[config.mk]
export PLATFORM = sky130hd
export DESIGN_NAME = sap_controller_sequencer
export DESIGN_NICKNAME = d
export VERILOG_FILES = /design/src/rtl/sap_ctrl_pkg.sv /design/src/rtl/sap_ctrl_decode.sv /design/src/rtl/sap_controller_sequencer.sv
export SDC_FILE = /design/constraint.sdc
export NUM_CORES = 1
export LEC_CHECK = 0
export CAP_MARGIN = 5
export CORE_MARGIN = 1
export CORE_UTILIZATION = 43
export CTS_CLUSTER_SIZE = 28
export DETAILED_ROUTE_END_ITERATION = 8
export PLACE_DENSITY = 0.85
export SLEW_MARGIN = 25
export SYNTH_ARGS = -nofsm -noshare
export SYNTH_HDL_FRONTEND = slang
export SYNTH_HIERARCHICAL = 1
export SYNTH_SLANG_ARGS = --single-unit
[constraint.sdc]
create_clock -name clk -period 2.15 [get_ports clk]
set_clock_uncertainty 0.2 [all_clocks]
set_input_delay 0.3225 -clock clk [delete_from_list [all_inputs] [get_ports clk]]
set_output_delay 0.3225 -clock clk [all_outputs]
set_load 0.02 [all_outputs]
[src/rtl/sap_ctrl_pkg.sv]
// Shared definitions for the SAP control sequencer: T-state encodings, opcodes
// and control-word bit positions used by the datapath integration.
package sap_ctrl_pkg;

    typedef enum logic [2:0] {
        ST_TR   = 3'd0,
        ST_T1   = 3'd1,
        ST_T2   = 3'd2,
        ST_T3   = 3'd3,
        ST_T4   = 3'd4,
        ST_T5   = 3'd5,
        ST_T6   = 3'd6,
        ST_HALT = 3'd7
    } state_t;

    localparam logic [3:0] OP_LDA = 4'h0;
    localparam logic [3:0] OP_ADD = 4'h1;
    localparam logic [3:0] OP_SUB = 4'h2;
    localparam logic [3:0] OP_STA = 4'h3;
    localparam logic [3:0] OP_LDI = 4'h4;
    localparam logic [3:0] OP_JMP = 4'h5;
    localparam logic [3:0] OP_JC  = 4'h6;
    localparam logic [3:0] OP_JZ  = 4'h7;
    localparam logic [3:0] OP_OUT = 4'hE;
    localparam logic [3:0] OP_HLT = 4'hF;

    localparam int CW_W   = 16;
    localparam int CW_LP  = 0;
    localparam int CW_CP  = 1;
    localparam int CW_EP  = 2;
    localparam int CW_LM  = 3;
    localparam int CW_CE  = 4;
    localparam int CW_RI  = 5;
    localparam int CW_LI  = 6;
    localparam int CW_EI  = 7;
    localparam int CW_LA  = 8;
    localparam int CW_EA  = 9;
    localparam int CW_LB  = 10;
    localparam int CW_EU  = 11;
    localparam int CW_SU  = 12;
    localparam int CW_FI  = 13;
    localparam int CW_LO  = 14;
    localparam int CW_HLT = 15;

    typedef logic [CW_W-1:0] cw_t;

endpackage

[src/rtl/sap_ctrl_decode.sv]
// Combinational microcode: maps (T-state, opcode, flags) to the control word and
// flags the last T-state of the instruction, where ep is issued for the next fetch.
module sap_ctrl_decode
    import sap_ctrl_pkg::*;
(
    input  state_t     state,
    input  logic [3:0] opcode,
    input  logic       carry,
    input  logic       zero,
    output cw_t        cw,
    output logic       last
);

    always_comb begin
        cw   = '0;
        last = 1'b0;
        case (state)
            ST_TR: last = 1'b1;
            ST_T1: cw[CW_LM] = 1'b1;
            ST_T2: cw[CW_CP] = 1'b1;
            ST_T3: begin
                cw[CW_CE] = 1'b1;
                cw[CW_LI] = 1'b1;
            end
            ST_T4: begin
                case (opcode)
                    OP_LDA, OP_ADD, OP_SUB, OP_STA: begin
                        cw[CW_EI] = 1'b1;
                        cw[CW_LM] = 1'b1;
                    end
                    OP_LDI: begin
                        cw[CW_EI] = 1'b1;
                        cw[CW_LA] = 1'b1;
                        last      = 1'b1;
                    end
                    OP_JMP: begin
                        cw[CW_EI] = 1'b1;
                        cw[CW_LP] = 1'b1;
                        last      = 1'b1;
                    end
                    // Conditional jumps only look at the flags here, in T4
                    OP_JC: begin
                        cw[CW_EI] = carry;
                        cw[CW_LP] = carry;
                        last      = 1'b1;
                    end
                    OP_JZ: begin
                        cw[CW_EI] = zero;
                        cw[CW_LP] = zero;
                        last      = 1'b1;
                    end
                    OP_OUT: begin
                        cw[CW_EA] = 1'b1;
                        cw[CW_LO] = 1'b1;
                        last      = 1'b1;
                    end
                    OP_HLT: cw[CW_HLT] = 1'b1;
                    default: last = 1'b1;
                endcase
            end
            ST_T5: begin
                case (opcode)
                    OP_LDA: begin
                        cw[CW_CE] = 1'b1;
                        cw[CW_LA] = 1'b1;
                        last      = 1'b1;
                    end
                    OP_ADD, OP_SUB: begin
                        cw[CW_CE] = 1'b1;
                        cw[CW_LB] = 1'b1;
                    end
                    OP_STA: begin
                        cw[CW_EA] = 1'b1;
                        cw[CW_RI] = 1'b1;
                        last      = 1'b1;
                    end
                    default: last = 1'b1;
                endcase
            end
            ST_T6: begin
                if (opcode == OP_ADD || opcode == OP_SUB) begin
                    cw[CW_EU] = 1'b1;
                    cw[CW_LA] = 1'b1;
                    cw[CW_FI] = 1'b1;
                    cw[CW_SU] = (opcode == OP_SUB);
                end
                last = 1'b1;
            end
            ST_HALT: cw[CW_HLT] = 1'b1;
            default: cw = '0;
        endcase
        // ep leads T1 by one cycle because the PC registers its output enable
        if (last) begin
            cw[CW_EP] = 1'b1;
        end
    end

endmodule

[src/rtl/sap_controller_sequencer.sv]
// SAP control sequencer: T-state register and next-state logic around the
// microcode decoder; outputs are forced low while rst is high.
module sap_controller_sequencer
    import sap_ctrl_pkg::*;
#(
    parameter int OPCODE_W = 4,
    parameter int LAST_T   = 6
) (
    input  logic                clk,
    input  logic                rst,
    input  logic [OPCODE_W-1:0] opcode,
    input  logic                carry,
    input  logic                zero,
    output logic                clr_n,
    output logic                lp,
    output logic                cp,
    output logic                ep,
    output logic                lm,
    output logic                ce,
    output logic                ri,
    output logic                li,
    output logic                ei,
    output logic                la,
    output logic                ea,
    output logic                lb,
    output logic                eu,
    output logic                su,
    output logic                fi,
    output logic                lo,
    output logic                hlt
);

    localparam state_t LAST_STATE = state_t'(3'(LAST_T));

    state_t state_reg;
    state_t state_next;
    cw_t    cw_raw;
    cw_t    cw_out;
    logic   last;

    sap_ctrl_decode u_decode (
        .state  (state_reg),
        .opcode (opcode[3:0]),
        .carry  (carry),
        .zero   (zero),
        .cw     (cw_raw),
        .last   (last)
    );

    always_comb begin
        state_next = ST_TR;
        case (state_reg)
            ST_HALT: state_next = ST_HALT;
            ST_TR, ST_T1, ST_T2, ST_T3, ST_T4, ST_T5, ST_T6: begin
                if (cw_raw[CW_HLT]) begin
                    state_next = ST_HALT;
                end else if (last) begin
                    state_next = ST_T1;
                end else if (state_reg >= LAST_STATE) begin
                    // Guard: an execute phase that runs past its final T-state restarts cleanly
                    state_next = ST_TR;
                end else begin
                    state_next = state_t'(state_reg + 3'd1);
                end
            end
            default: state_next = ST_TR;
        endcase
    end

    always_ff @(posedge clk) begin
        if (rst) begin
            state_reg <= ST_TR;
        end else begin
            state_reg <= state_next;
        end
    end

    for (genvar gi = 0; gi < CW_W; gi++) begin : g_gate
        assign cw_out[gi] = cw_raw[gi] & ~rst;
    end

    assign clr_n = ~rst;
    assign lp    = cw_out[CW_LP];
    assign cp    = cw_out[CW_CP];
    assign ep    = cw_out[CW_EP];
    assign lm    = cw_out[CW_LM];
    assign ce    = cw_out[CW_CE];
    assign ri    = cw_out[CW_RI];
    assign li    = cw_out[CW_LI];
    assign ei    = cw_out[CW_EI];
    assign la    = cw_out[CW_LA];
    assign ea    = cw_out[CW_EA];
    assign lb    = cw_out[CW_LB];
    assign eu    = cw_out[CW_EU];
    assign su    = cw_out[CW_SU];
    assign fi    = cw_out[CW_FI];
    assign lo    = cw_out[CW_LO];
    assign hlt   = cw_out[CW_HLT];

endmodule

* Word-level counts from Yosys, hierarchy flattened *
Cells that the tools add are included.

cells by class
  add/subtract/negate cells = 1
  multipliers = 0
  divide/modulo/power cells = 0
  order comparisons = 1
  equality and inequality tests = 16
  shift-type cells = 0
  mux-type cells = 33
  bitwise gates (word level) = 17
  reductions and logical operators = 10

operator list
  operator                                       number
  2-to-1 mux 1 bit                               19
  bitwise AND 1 bit                              16
  == test 4 x 3 -> 1 bit, second input constant  4
  2-to-1 mux 3 bit                               5
  == test 3 bit, second input constant           4
  case mux 1 bit (3 select lines)                4
  == test 4 x 2 -> 1 bit, second input constant  2
  == test 4 bit, second input constant           2
  case mux 1 bit (2 select lines)                4
  OR reduction 7 bit                             1
  == test 3 x 2 -> 1 bit, second input constant  2
  case mux 3 bit (2 select lines)                1
  OR reduction 6 bit                             1
  OR reduction 5 bit                             1
  == test 4 x 1 -> 1 bit, second input constant  1
  zero test 4 bit                                1
  OR reduction 2 bit                             2
  OR reduction 4 bit                             1
  adder 3 x 1 -> 3 bit, second input constant    1
  == test 3 x 1 -> 1 bit, second input constant  1
  >= comparator 3 bit, second input constant     1
  zero test 3 bit                                1
  OR reduction 3 bit                             1
  logical OR 1 bit                               1
  NOT 1 bit                                      1

storage, ports and cells
  bits in registers = 3
  latch bits = 0
  memory bits (writable) = 0
  memory bits (read-only) = 0
  input bits = 8
  output and inout port bits = 17
  logic and storage cells = 79
  memories = 0

* Depth between registers and ports, before layout *
Gate-level depths: netlist (run 1).

  depth in word-level cells = 7
  mapped depth = 6
  depth with buffers taken out = 5

* Hierarchy *
Netlist (run 1), hierarchy kept.

modules (own cells, without submodules)
  module                    instances  cells each  area an instance (um2)  seq. area each (um2)
  sap_ctrl_decode           1          51          335.3                   0.0
  sap_controller_sequencer  1          40          315.3                   60.1

* Worst setup path before layout (run 1) *
No wires, ideal clock.

  path kind = reg2out
  from = register state_reg[0]
  to = output ep
  arrival time = 1.460 ns
  required time = 1.627 ns
  setup slack = 0.168 ns
  stages on the path, launching flop included = 7
  path buffers = 2
  cell sequence = dfxtp_1 > clkbuf_2 > nor2b_4 > o311ai_2 > o211ai_1 > buf_4 > nor2b_1

on the way
  cells in the longest elaborated chain, start to end = 5
  elaborated cells on any way between the ends = 8
  classes of those cells = eq/ne (3); mux (2); bitwise (1); reduce/logical (2)

ends and longest elaborated chain
  what                                                     line                            RTL
  from (decl)                                              sap_controller_sequencer.sv:35  state_t state_reg;
  from (signal assigned)                                   sap_controller_sequencer.sv:74  state_reg <= state_next;
  == test 3 bit / zero test 3 bit (equally long branches)  sap_ctrl_decode.sv:17           case (state)
  OR reduction 2 bit (no line)                             --
  case mux 1 bit (3 select lines) *                        sap_ctrl_decode.sv:17
  net last                                                 sap_controller_sequencer.sv:39  logic last;
  2-to-1 mux 1 bit *                                       sap_ctrl_decode.sv:93           if (last) begin
  net cw_raw[2]                                            sap_controller_sequencer.sv:37  cw_t cw_raw;
  bitwise AND 1 bit *                                      sap_controller_sequencer.sv:79  assign cw_out[gi] = cw_raw[gi] & ~rst;
  to (decl)                                                sap_controller_sequencer.sv:17  output logic ep,

Mark *: on every way through the listed nets, which the timed path passes. The rest lies on a longest branch.

* Worst setup path after layout (run 1) *
  from = input rst
  to = output clr_n

on the way
  cells in the longest elaborated chain, start to end = 1

ends and longest elaborated chain
  what         line                            RTL
  from (decl)  sap_controller_sequencer.sv:10  input logic rst,
  NOT 1 bit    sap_controller_sequencer.sv:82  assign clr_n = ~rst;
  to (decl)    sap_controller_sequencer.sv:14  output logic clr_n,

No other way between the ends.

==> results of run 1 <==
==> worst min-delay path, cell delays in order, from the launching register on <==
cell     delay, ps
dfxtp_2        350
buf_4          140
inv_1           70
a21oi_1         60
a21oi_1        120
==> final cells by class <==
class                      instances  area [um^2]  share of cell area, %
clock buffer                       4         26.3                   2.69
inverter                           4         15.0                   1.54
multi-input combinational         75          529                   54.2
sequential                         3         62.6                   6.40
tap                               15         18.8                   1.92
timing repair buffer              43          325                   33.3
==> cell families (layout without fill, tap and decap cells) <==
group | count (synthesis) | in the layout | share of synthesized area [%]
flops | 3 | 3 | 9.23
fa+ha+maj | 3 | 3 | 5.77
xor+xnor | 2 | 2 | 3.85
compound gates | 15 | 15 | 16.2
buf+inv | 13 | 51 | 11.0
mux | 1 | 1 | 1.54
simple gates | 54 | 54 | 52.5
==> report_power, final <==
part | total [mW] | switching, mW | internal, mW
Combinational | 0.235 | 0.113 | 0.121
Clock | 0.0924 | 0.0233 | 0.0691
Sequential | 0.0813 | 0.0162 | 0.0652
==> metal layers <==
metal / share of wire [%] / GRT usage [%] / up-vias
met5: 0 / 0 / -
met4: 0.91 / 13.3 / 0
met3: 6.8 / 3.26 / 2
met2: 49 / 38.3 / 35
met1: 44 / 28.1 / 341
li1: - / - / 386
==> layout by cell type (no fill, tap or decap), types with 2 or more instances in the layout <==
cell type / n
buf_4: 18
nor2b_1: 16
clkbuf_2: 12
nor2_1: 7
a21oi_1: 6
dlygate4sd2_1: 5
inv_1: 4
nand2_1: 4
nand3b_1: 4
clkdlybuf4s50_1: 4
nand2b_1: 3
ha_1: 3
clkbuf_4: 3
nor3b_1: 2
dfxtp_2: 2
nand4_1: 2
o211ai_1: 2
o22ai_1: 2
nor3_1: 2
nand3_1: 2
==> final timing paths <==
check	start	end	cells after the start
hold / removal	state_reg[0]$_SDFF_PP0_	state_reg[0]$_SDFF_PP0_	4
setup / recovery	rst	clr_n	4
hold reg to reg	state_reg[0]$_SDFF_PP0_	state_reg[0]$_SDFF_PP0_	4
setup reg to reg	state_reg[1]$_SDFF_PP0_	state_reg[2]$_SDFF_PP0_	5
==> stage by stage <==
stage          power [mW]  std cells  util (%)
6_report            0.408        144      72.4
5_1_grt             0.446        144      72.4
4_1_cts             0.406        144      75.5
3_5_place_dp        0.310        139      74.1
3_3_place_gp        0.299        139      74.1
2_1_floorplan       0.216         91         -
==> timing repair <==
item                                   in CTS  in global routing
pin swaps                                   1                  5
setup endpoints to repair                  16                 15
gates resized for setup                    27                 28
buffers inserted                            1                  0
endpoints found under the hold margin       0                  0
==> out/metrics.cfg, run 1 <==
[outcome]
status=finished, final reports clean

[power_and_ir_drop]
ir_drop_mv=0.525
powerDensity_nw_per_um2=418
power_leakage_nw=0.468

[setup_path]
crit_chain=clkdlybuf4s50_1, buf_12, inv_1, clkdlybuf4s50_1
required_ps=1630
cp-end-kind=primary output
crit_path_top_delay_cell=clkdlybuf4s50_1
cp_num_buf_inv=4
critical_path.startpoint_type=input port
r2r_slack_ps=430
cp.arrival_ps=1580
cp_common_cell=clkdlybuf4s50_1
worst_path_largest_cell_delay_ps=590
crit_type=in2out
cp_top_family=buffers and inverters
critPathMaxFanout=20

[clock_network]
root_buffer=clkbuf_4
cts_tree=done
cts.sinks=3
clk_pin_slew_worst_paths_ps=30
hold_buffers=0
h-tree-depth=1
cts_inserted_buffers=3
clock_latency_ps=220
clk_path_buf_depth=2

[floorplan]
die_w_um=40.9
die_area_um2=1670
row_count=13
core_area_um2=1350
start_util_pct=48.2
fp.dieH_um=40.9
ios=25

[yosys]
synth.most_common_cell=nor2b_1
ys_ff_latch=3
synthTopCellsByCount=nor2b_1 (17), nor2_1 (8), a21oi_1 (6)
yosysTopAreaCellShare_pct=16.3
ys_async_sr_fraction_pct=0
ys_types=38
synth_edf_count=0
syn-num-nets=102
yosysSeqAreaShare_pct=9.23
synth-main-ff-cell=dfxtp_1
synth_cells=91
synth_area_um2=651
syn_area_per_cell_um2=7.15
yosysTopAreaCell=nor2b_1
synth.area.top_cells=nor2b_1 (16%), dfxtp_1 (9.2%), ha_1 (5.8%)
synth_warnings=6

[final_layout]
finalNetCount=141
layout-drive-gt1-share_pct=37.2
n_antenna_cell=0
stdcell_area_um2=977
area_growth_pct=50.2
largest_reg_flops=3
fillers=108

[route]
wl_per_cell_um=12.2
viasPerCell=5.31
firstDrtPassIters=4
wirelength_mm=1.75
vias=764
drc=0
antenna_left=0
drt_iter0_markers=23

[sta]
worst_pin_slew_ps=291
finalSetupTns_ps=0
worst_slack_ps=44.0
finalWorstPathRequiredPeriod_ps=2110
slew_headroom_pct=80.6
max_clock_freq_mhz=475
rsz0062_at_grt=false
slew_violations=0
hold_viol_final=0
setup_violations=0
timing.hold.ws_ps=579
period_share_pct=98.0

[placement]
gp_congestion=0.881
io_buffer_count=24
place_area_um2=1000
place_ws_ps=-532
dp_hpwl_mm=1.36

[grt]
grt_pass1_wl_mm=2.62
track_usage_pct=23.2
antenna_found_initial=0
grt_overflow_total=0
grt_pass1_vias=642
grt_max_degree=21

[job]
maxCapViolCount=0

[hold_path]
holdCritPathClass=reg2reg

Power figures use the tool's default switching activity.
==> inputs of run 2 (changes only) <==
--- a/config.mk
+++ b/config.mk
@@ -6,11 +6,12 @@
 export NUM_CORES = 1
 export LEC_CHECK = 0
 export CAP_MARGIN = 5
+export CORE_ASPECT_RATIO = 0.9
 export CORE_MARGIN = 1
-export CORE_UTILIZATION = 43
+export CORE_UTILIZATION = 25
 export CTS_CLUSTER_SIZE = 28
 export DETAILED_ROUTE_END_ITERATION = 8
-export PLACE_DENSITY = 0.85
+export PLACE_DENSITY = 0.57
 export SLEW_MARGIN = 25
 export SYNTH_ARGS = -nofsm -noshare
 export SYNTH_HDL_FRONTEND = slang
==> run 2 against run 1 <==
  * Count of clock-buffer cells in the layout unchanged
  * Critical endpoint unchanged
  * Wire length decreased by 1.2%
  * Design area increased by 1.8%
  * Flip-flop and latch count unchanged
  * Critical path type unchanged
==> out/metrics.cfg, run 2 (same netlist as run 1, synthesis figures left out) <==
[setup_path]
timing.rr.start=state_reg[1]$_SDFF_PP0_
cp.arrival_ps=1570  ; about the same
critPathMaxFanout=20  ; unchanged
timing.rr.end=state_reg[1]$_SDFF_PP0_
reg2reg_depth=5  ; unchanged
cp-end-kind=primary output
r2r_slack_ps=450  ; +20 ps
critPathCapture=clr_n
required_ps=1630  ; about the same
crit_type=in2out
crit_start=rst
critical_path.startpoint_type=input port

[hold_path]
min-delay-start=state_reg[2]$_SDFF_PP0_
holdCritPathClass=reg2reg

[floorplan]
fp.dieH_um=50.4  ; +23%
die_area_um2=2810  ; +68%
die_w_um=55.8  ; +36%
ios=25  ; unchanged
core_area_um2=2470  ; +83%
start_util_pct=26.4  ; -22 points
row_count=17  ; +4

[route]
drt_iter0_markers=19  ; -17%
firstDrtPassIters=4  ; unchanged
wl_per_cell_um=11.2  ; -8.2%
antenna_left=0  ; unchanged
vias=736  ; -3.7%
drc=0  ; unchanged
viasPerCell=4.75  ; -11%
wirelength_mm=1.73  ; -1.2%

[final_layout]
area.sequential_um2=62.6  ; unchanged
largest_reg_flops=3  ; unchanged
area_growth_pct=52.9
mostFrequentLayoutCells=nor2b_1 (16), buf_4 (16), clkbuf_2 (9)
layout-drive-gt1-share_pct=35.4  ; -1.8 points
multiInputGateArea_um2=532  ; +0.47%
finalNetCount=139  ; -1.4%
n_antenna_cell=0  ; unchanged
fillers=264  ; +140%

[outcome]
status=finished, final reports clean

[grt]
grt_pass1_wl_mm=2.84  ; +8.4%
grt_max_degree=21  ; unchanged
antenna_found_initial=0  ; unchanged
track_usage_pct=12.7  ; -10 points
grt_overflow_total=0  ; unchanged
grt_pass1_vias=657  ; +2.3%

[power_and_ir_drop]
ir_drop_mv=0.218  ; -59%
power_leakage_nw=0.458  ; -2.0%
powerDensity_nw_per_um2=404  ; -3.4%

[clock_network]
clk_pin_slew_worst_paths_ps=40  ; about the same
cts.sinks=3  ; unchanged
cts_tree=done
clock_latency_ps=240  ; +20 ps
root_buffer=clkbuf_4
cts_inserted_buffers=3  ; unchanged
h-tree-depth=1  ; unchanged
clk_path_buf_depth=2  ; unchanged
hold_buffers=0  ; unchanged

[placement]
gp_congestion=0.855  ; -2.9%
io_buffer_count=24  ; unchanged
place_ws_ps=-531  ; +0.921 ps
dp_hpwl_mm=1.34  ; -1.4%

[sta]
finalWorstPathRequiredPeriod_ps=2100  ; -11.0 ps
hold_viol_final=0  ; unchanged
max_clock_freq_mhz=477  ; +0.53%
setup_violations=0  ; unchanged
worst_pin_slew_ps=266  ; -25.0 ps
period_share_pct=97.4  ; -0.51 points
worst_slack_ps=55.0  ; +11.0 ps
rsz0062_at_grt=false
slew_violations=0  ; unchanged
finalSetupTns_ps=0  ; unchanged
slew_headroom_pct=82.0  ; +1.5 points

[job]
maxCapViolCount=0  ; unchanged

==> run 2: changes by cell type in the layout (fill, tap and decap cells not counted), sizes merged <==
cell           delta
buf               -2
clkbuf            -3
clkdlybuf4s15     +1
dlygate4sd2       +2
==> run 2: worst min-delay path by stage <==
stage                                          to  slack (ps)  cells past startpoint
after floorplan           state_reg[0]$_SDFF_PP0_         400                      3
after global placement    state_reg[0]$_SDFF_PP0_         610                      4
after detailed placement  state_reg[0]$_SDFF_PP0_         620                      4
after CTS                 state_reg[0]$_SDFF_PP0_         620                      4
after global routing      state_reg[0]$_SDFF_PP0_         670                      4
final                     state_reg[1]$_SDFF_PP0_         620                      4
==> run 2: power by group <==
group,leakage [nW],switching (mW),internal (mW)
sequential,0.0252,0.0175,0.0651
clock,0.0150,0.0331,0.0698
combinational,0.418,0.106,0.110
total,0.458,0.156,0.245
==> run 2: timing repair <==
action / in CTS / in global routing
gates resized for setup: 31 / 21
pin swaps: 1 / 0
hold endpoints to repair: 0 / 0
buffers inserted: 1 / 0
endpoints found under the setup margin: 16 / 13
==> run 2: area by class of cell <==
| type | instances | area share (%) |
|---|---|---|
| Multi-Input combinational cell | 75 | 53.5 |
| Timing Repair Buffer | 41 | 32.6 |
| Sequential cell | 3 | 6.29 |
| Tap cell | 28 | 3.52 |
| Clock buffer | 4 | 2.64 |
| Inverter | 4 | 1.51 |
==> run 2: metal layers <==
metal / GRT usage, % / wire length, um / part of all wire, %
met3: 0.773 / 47 / 2.7
met5: 0 / 0 / 0
met1: 15.1 / 803 / 46
met2: 22.3 / 860 / 50
met4: 7.92 / 19 / 1.1
==> run 2: worst max-delay path, stage by stage <==
cell             delay (ps)
clkdlybuf4s50_1         440
buf_12                  170
inv_1                    50
clkdlybuf4s50_1         590
==> run 2: through the flow <==
step / hold slack (ps) / instance area, um^2 / cells / power [mW] / utilization [%]
CTS: 621 / 1030 / 155 / 0.406 / 41.6
detailed placement: 620 / 1000 / 150 / 0.298 / 40.6
global placement: 610 / 1000 / 150 / 0.295 / 40.6
global route: 669 / 995 / 155 / 0.431 / 40.3
finish: 624 / 995 / 155 / 0.402 / 40.3
floorplan: 402 / 651 / 91 / 0.216 / -
